File: src/rtl/amb_hakemi.sv
// amb_hakemi
// Arbiter that lets two requesters share one external combinational ALU.
// At most one operation is issued per cycle. A requester may issue when it
// has an operation and its response slot is empty or being drained this
// cycle. When both may issue, the round-robin pointer picks the winner.
// The ALU result is captured into the winner's response slot on the next
// edge, so the result is visible exactly one cycle after acceptance.
//
// Ports
//   clk_i, rst_i                   clock, synchronous active-high reset
//   istekN_gecerli_i / _hazir_o    request handshake of requester N (0/1)
//   istekN_kontrol_i               opcode of requester N
//   istekN_deger1_i / _deger2_i    operands of requester N
//   yanitN_gecerli_o / _hazir_i    response handshake of requester N
//   yanitN_sonuc_o                 response data of requester N
//   amb_kontrol_o, amb_deger1_o/2  opcode/operands driven to the shared ALU
//   amb_sonuc_i                    combinational result from the shared ALU
module amb_hakemi #(
    parameter int VERI_BIT    = 32,
    parameter int KONTROL_BIT = 4
) (
    input  logic                   clk_i,
    input  logic                   rst_i,

    input  logic                   istek0_gecerli_i,
    output logic                   istek0_hazir_o,
    input  logic [KONTROL_BIT-1:0] istek0_kontrol_i,
    input  logic [VERI_BIT-1:0]    istek0_deger1_i,
    input  logic [VERI_BIT-1:0]    istek0_deger2_i,
    output logic                   yanit0_gecerli_o,
    input  logic                   yanit0_hazir_i,
    output logic [VERI_BIT-1:0]    yanit0_sonuc_o,

    input  logic                   istek1_gecerli_i,
    output logic                   istek1_hazir_o,
    input  logic [KONTROL_BIT-1:0] istek1_kontrol_i,
    input  logic [VERI_BIT-1:0]    istek1_deger1_i,
    input  logic [VERI_BIT-1:0]    istek1_deger2_i,
    output logic                   yanit1_gecerli_o,
    input  logic                   yanit1_hazir_i,
    output logic [VERI_BIT-1:0]    yanit1_sonuc_o,

    output logic [KONTROL_BIT-1:0] amb_kontrol_o,
    output logic [VERI_BIT-1:0]    amb_deger1_o,
    output logic [VERI_BIT-1:0]    amb_deger2_o,
    input  logic [VERI_BIT-1:0]    amb_sonuc_i
);

    // Round-robin pointer: index of the requester that wins a tie.
    logic                oncelik_r;

    logic [1:0]          w_gecerli;
    logic [1:0]          w_yanit_hazir;
    logic [1:0]          w_uygun;
    logic [1:0]          w_verildi;
    logic [1:0]          w_dolu;
    logic [VERI_BIT-1:0] w_sonuc [2];

    assign w_gecerli     = {istek1_gecerli_i, istek0_gecerli_i};
    assign w_yanit_hazir = {yanit1_hazir_i, yanit0_hazir_i};

    genvar gi;
    generate
        for (gi = 0; gi < 2; gi++) begin : g_istek
            logic                yanit_dolu_r;
            logic [VERI_BIT-1:0] yanit_sonuc_r;

            // Slot free now, or being consumed this very cycle (no bubble).
            assign w_uygun[gi] = w_gecerli[gi] && (!yanit_dolu_r || w_yanit_hazir[gi]);
            assign w_dolu[gi]  = yanit_dolu_r;
            assign w_sonuc[gi] = yanit_sonuc_r;

            always_ff @(posedge clk_i) begin
                if (rst_i) begin
                    yanit_dolu_r  <= 1'b0;
                    yanit_sonuc_r <= '0;
                end else if (w_verildi[gi]) begin
                    // A refill wins over a concurrent drain.
                    yanit_dolu_r  <= 1'b1;
                    yanit_sonuc_r <= amb_sonuc_i;
                end else if (w_yanit_hazir[gi]) begin
                    yanit_dolu_r  <= 1'b0;
                end
            end
        end
    endgenerate

    // Grant: a lone eligible requester wins; a tie goes to oncelik_r.
    // Reset suppresses every grant so nothing reaches the ALU.
    always_comb begin
        w_verildi = 2'b00;
        if (!rst_i) begin
            if (&w_uygun) begin
                w_verildi = oncelik_r ? 2'b10 : 2'b01;
            end else begin
                w_verildi = w_uygun;
            end
        end
    end

    always_comb begin
        amb_kontrol_o = '0;
        amb_deger1_o  = '0;
        amb_deger2_o  = '0;
        if (w_verildi[0]) begin
            amb_kontrol_o = istek0_kontrol_i;
            amb_deger1_o  = istek0_deger1_i;
            amb_deger2_o  = istek0_deger2_i;
        end else if (w_verildi[1]) begin
            amb_kontrol_o = istek1_kontrol_i;
            amb_deger1_o  = istek1_deger1_i;
            amb_deger2_o  = istek1_deger2_i;
        end
    end

    // After serving one requester, the other gets the next tie.
    always_ff @(posedge clk_i) begin
        if (rst_i) begin
            oncelik_r <= 1'b0;
        end else if (w_verildi[0]) begin
            oncelik_r <= 1'b1;
        end else if (w_verildi[1]) begin
            oncelik_r <= 1'b0;
        end
    end

    assign istek0_hazir_o   = w_verildi[0];
    assign istek1_hazir_o   = w_verildi[1];
    assign yanit0_gecerli_o = w_dolu[0];
    assign yanit1_gecerli_o = w_dolu[1];
    assign yanit0_sonuc_o   = w_sonuc[0];
    assign yanit1_sonuc_o   = w_sonuc[1];

endmodule

File: config.mk
export PLATFORM = sky130hd
export DESIGN_NAME = amb_hakemi
export DESIGN_NICKNAME = d
export VERILOG_FILES = /design/src/rtl/amb_hakemi.sv
export SDC_FILE = /design/constraint.sdc
export NUM_CORES = 1
export LEC_CHECK = 0
export CORE_UTILIZATION = 23
export CTS_CLUSTER_SIZE = 8
export DETAILED_ROUTE_END_ITERATION = 6
export PLACE_DENSITY = 0.67
export SYNTH_ARGS = -nofsm -noshare
export SYNTH_HDL_FRONTEND = slang
export SYNTH_SLANG_ARGS = --single-unit
File: constraint.sdc
create_clock -name clk_i -period 3.35 [get_ports clk_i]
set_input_delay 0.335 -clock clk_i [delete_from_list [all_inputs] [get_ports clk_i]]
set_output_delay 0.335 -clock clk_i [all_outputs]
set_load 0.1 [all_outputs]
* Word-level counts from Yosys, hierarchy flattened
Index checks and enable logic that the tools add are counted.
** Storage, ports and cells
- Input port bits :: 174
- Logic and storage cells :: 30
- Output and inout bits :: 136
- Register bits :: 67
** Operators by class
- Reduce and logical (&&, ||, !) cells :: 10
- Multiplexer cells :: 15
** Operators by type and width (count)
- 2-to-1 mux 32 bit :: 4
- 2-to-1 mux 4 bit :: 2
- 2-to-1 mux 1 bit :: 6
- 2-to-1 mux 2 bit :: 3
- nonzero test 2 bit :: 3
- logical AND 1 bit :: 2
- zero test 1 bit :: 2
- logical OR 1 bit :: 2
- AND reduction 2 bit :: 1

* Logic depth before layout (Yosys ltp)
- Depth after elaboration :: 8
- Mapped depth :: 5
- Gate-level depth less buffers :: 3

* Least setup slack after synthesis
No wires, ideal clock.
- Kind :: reg2out
- Start point :: register g_istek[1].yanit_dolu_r, in the netlist yanit1_gecerli_o
- End point :: output amb_deger1_o[0]
- Buffers on the path :: 1
- Path slack :: -0.953 ns
- Required time :: 3.015 ns
- Cell stages (with the launch flop) :: 5
- Arrival :: 3.968 ns
- Cells stage by stage :: dfxtp_1 > nor2b_2 > o211ai_2 > clkbuf_1 > o32ai_1
** Between the ends
- Word-level cells in the longest chain between the ends :: 8
** RTL lines
- from (decl) :: RTL line 65 : logic yanit_dolu_r;
- from (signal assigned) :: RTL line 75 : yanit_dolu_r <= 1'b0;
- from (signal assigned) :: RTL line 79 : yanit_dolu_r <= 1'b1;
- from (signal assigned) :: RTL line 82 : yanit_dolu_r <= 1'b0;
- zero test 1 bit (*) :: RTL line 69 : assign w_uygun[gi] = w_gecerli[gi] && (!yanit_dolu_r || w_yanit_hazir[gi]);
- logical OR 1 bit (*) :: RTL line 69
- logical AND 1 bit (*) :: RTL line 69
- AND reduction 2 bit :: RTL line 93 : if (&w_uygun) begin
- 2-to-1 mux 2 bit (*) :: RTL line 93
- 2-to-1 mux 2 bit (*) :: RTL line 92 : if (!rst_i) begin
- 2-to-1 mux 32 bit :: RTL line 109 : end else if (w_verildi[1]) begin
- 2-to-1 mux 32 bit (*) :: RTL line 105 : if (w_verildi[0]) begin
- to (decl) :: RTL line 44 : output logic [VERI_BIT-1:0] amb_deger1_o,
Mark *: on every way between the ends. The rest lies on a longest branch, timed or not.

* Final worst setup path
- Start point :: input istek0_gecerli_i
- End point :: output amb_deger2_o[6]
** Between the ends
- Word-level cells in the longest chain between the ends :: 6
** RTL lines
- from (decl) :: RTL line 25 : input logic istek0_gecerli_i,
- logical AND 1 bit (*) :: RTL line 69
- AND reduction 2 bit :: RTL line 93
- 2-to-1 mux 2 bit (*) :: RTL line 93
- 2-to-1 mux 2 bit (*) :: RTL line 92
- 2-to-1 mux 32 bit :: RTL line 109
- 2-to-1 mux 32 bit (*) :: RTL line 105
- to (decl) :: RTL line 45 : output logic [VERI_BIT-1:0] amb_deger2_o,
Marks and branches as above.

==> impl_metrics.tcl <==
set metrics [dict create \
    grt_pass1_vias 4163 \
    ant_nets 0 \
    cts_setup_buffers 0 \
    critPathSlowestCell "clkdlybuf4s50_1" \
    routed_via_density 4.37 \
    grt_overflow 0 \
    ctsLongestPathBuffers 2 \
    period_share_pct 78.8 \
    cp.arrival_ns 2.30 \
    crit_start "istek0_gecerli_i" \
    post-dp-hpwl_mm 11.9 \
    fmax_mhz 379 \
    drive_gt1_share_pct 13.7 \
    status "finished, final reports clean" \
    vias 4409 \
    cap_violations 0 \
    cpLargestDelayFamily "buffers and inverters" \
    worstMarginPinSlew_ns 1.03 \
    crit_type "in2out" \
    gr-usage-all-layers_pct 15.5 \
    finalHoldViolations 0 \
    ys_warn_count 0 \
    cellPowerDensity_mw_per_mm2 424 \
    grt_setup_unrepaired "false" \
    numCtsBuffers 9 \
    layout_common_cells "clkdlybuf4s50_1 (238), nand2b_1 (168), buf_12 (71), inv_1 (69), dfxtp_1 (67)" \
    path_depth 6 \
    mostFrequentLayoutCell "clkdlybuf4s50_1" \
    wl_per_cell_um 15.5 \
    stdcell_area_sq_mm 0.00852 \
    pre_cts_slack_ns 0.731 \
    worstSkewPairLatency_ns 0.33 \
    crit_path_max_incr_delay_ns 0.55 \
    place_inst 995 \
    globalplace.congestion 0.720 \
    required_ns 3.01 \
    synthAdderAreaFrac_pct 0 \
    rr_endpoint "yanit0_sonuc_o[9]" \
    crit_chain "clkdlybuf4s50_1 > nand2b_1 > o211ai_1 > buf_12 > o32ai_1 > buf_12" \
    grt_start_max_net_pins 146 \
    layout_setup_ws_ns 0.711 \
    syn_to_final_growth_pct 102 \
    peakVddDrop_mv 0.422 \
    synth_top_family_by_area "simple AND/OR/NAND/NOR gates" \
    ys.flop_type "dfxtp_1" \
    worst_setup_path_end_kind "output port" \
    synth_compound_area_share_pct 15.7 \
    r2r-start "yanit1_gecerli_o" \
    synthSimpleGateAreaFrac_pct 25.6 \
    core_sq_mm 0.0180 \
    fp.dieArea_sq_mm 0.0189 \
    die_w_um 137 \
    htree_levels 3 \
    synth_seq_cells 67 \
    root_buffer "clkbuf_16" \
    grt_pass1_wl_mm 22.6 \
    rr_worst_depth 3 \
    antenna_found_initial 0 \
    p_leak_nw 3.45 \
    cts_resized 0 \
    final-max-slew-violation-count 0 \
    clk_pin_slew_worst_paths_ns 0.05 \
    drc 0 \
    cts_hold_buf 0 \
    period_minus_slack_ns 2.64 \
    synth.cell_area_sq_mm 0.00421 \
    synth.avg_cell_area_sq_um 8.45 \
    reg2reg_slack_ns 1.62 \
    fin_cells 1009 \
    seq_area_frac_synth_pct 31.9 \
    dpl_cell_area_sq_mm 0.00824 \
    crit_end "amb_deger2_o[6]" \
    muxShareOfSynthArea_pct 15.2 \
    setup-violations-final 0 \
    ios 310 \
    first_pass_iters 4 \
    ys_types 18 \
    startpoint_type "input pin" \
    synth_edf_count 0 \
    fin_nets 951 \
    port_buffers 309 \
    synth-xor-area-share_pct 0 \
    rows 49 \
    finalClockSkew_ns 0.00710 \
    diodes 0 \
    syn_nets 672 \
    crit_top_cell "buf_12" \
    crit_buf_inv 3 \
    clock_sinks 67 \
    slew_headroom_pct 31.4 \
    floorplan.initialDensity_pct 23.4 \
    power_w 0.00361 \
    routed_wl_mm 15.7 \
    min_path_type "reg2reg" \
    die_y_um 137 \
    cts_tree "built" \
    drtIter0Drc 176 \
    syn-instance-count 498 \
    min_path_cells 2 \
    async_reset_ff_share_pct 0 \
    path_max_fanout 81 \
]
[stage by stage]
stage	util, %	hold WS, ns	TNS (ns)
after detailed placement	45.9	0.460	0
after global routing	47.4	0.484	0
final	47.4	0.469	0
after global placement	45.9	0.457	0
after floorplan	-	0.462	-51.44
after CTS	47.4	0.473	0
[layer usage]
layer  up-vias  track usage [%]  part of all wire (%)
met5         -                0                     0
met1      1972             18.6                    41
met2       191             26.7                    48
met4         0             3.60                  0.87
li1       2234                -                     -
met3        12             5.11                   9.6
[power breakdown]
part	total (W)	switching, W	internal (W)
combinational	0.00182	0.00118	0.000642
sequential	0.000886	0.0000302	0.000856
clock	0.000905	0.000320	0.000585
[area by class of cell]
type	instances	area [sq um]
Clock inverter	3	40.0
Multi-Input combinational cell	314	2490
Inverter	69	259
Sequential cell	67	1340
Timing Repair Buffer	316	3860
Clock buffer	11	243
Tap cell	229	287
Fill cell	1644	9440
[Yosys cell counts (all sizes together) (3+ instances only)]
cell	instances	area, sq um
mux2i	64	641
nand2b	168	1050
o32ai	68	596
inv	69	259
a21oi	3	15.0
clkbuf	30	113
buf	18	119
dfxtp	67	1340
[cells by family after synthesis]
family	Yosys count
AND/OR/NAND/NOR	173
buffers and inverters	117
AO/OA/AOI/OAI	77
flip-flops	67
multiplexers	64
[tightest hold or removal path, cell delays in order (launching register included)]
cell and delay, ns:
dfxtp_1 0.31, nand2b_1 0.06, mux2i_1 0.05
[how the worst min path moves through the flow]
stage / slack, ns / start / to
after global placement: 0.46 / yanit1_sonuc_o[28] / yanit1_sonuc_o[28]
after floorplan: 0.46 / oncelik_r / oncelik_r
after global routing: 0.48 / yanit1_sonuc_o[14] / yanit1_sonuc_o[14]
final: 0.47 / yanit1_sonuc_o[15] / yanit1_sonuc_o[15]
after detailed placement: 0.46 / yanit1_sonuc_o[30] / yanit1_sonuc_o[30]
after CTS: 0.47 / yanit1_sonuc_o[15] / yanit1_sonuc_o[15]
[flip-flops by register name, indices dropped and copies added, names as in the netlist]
register / cells
yanit1_sonuc_o: 32
oncelik_r: 1
yanit1_gecerli_o: 1
yanit0_gecerli_o: 1
yanit0_sonuc_o: 32
No activity file was read; power rests on OpenSTA's default activity.
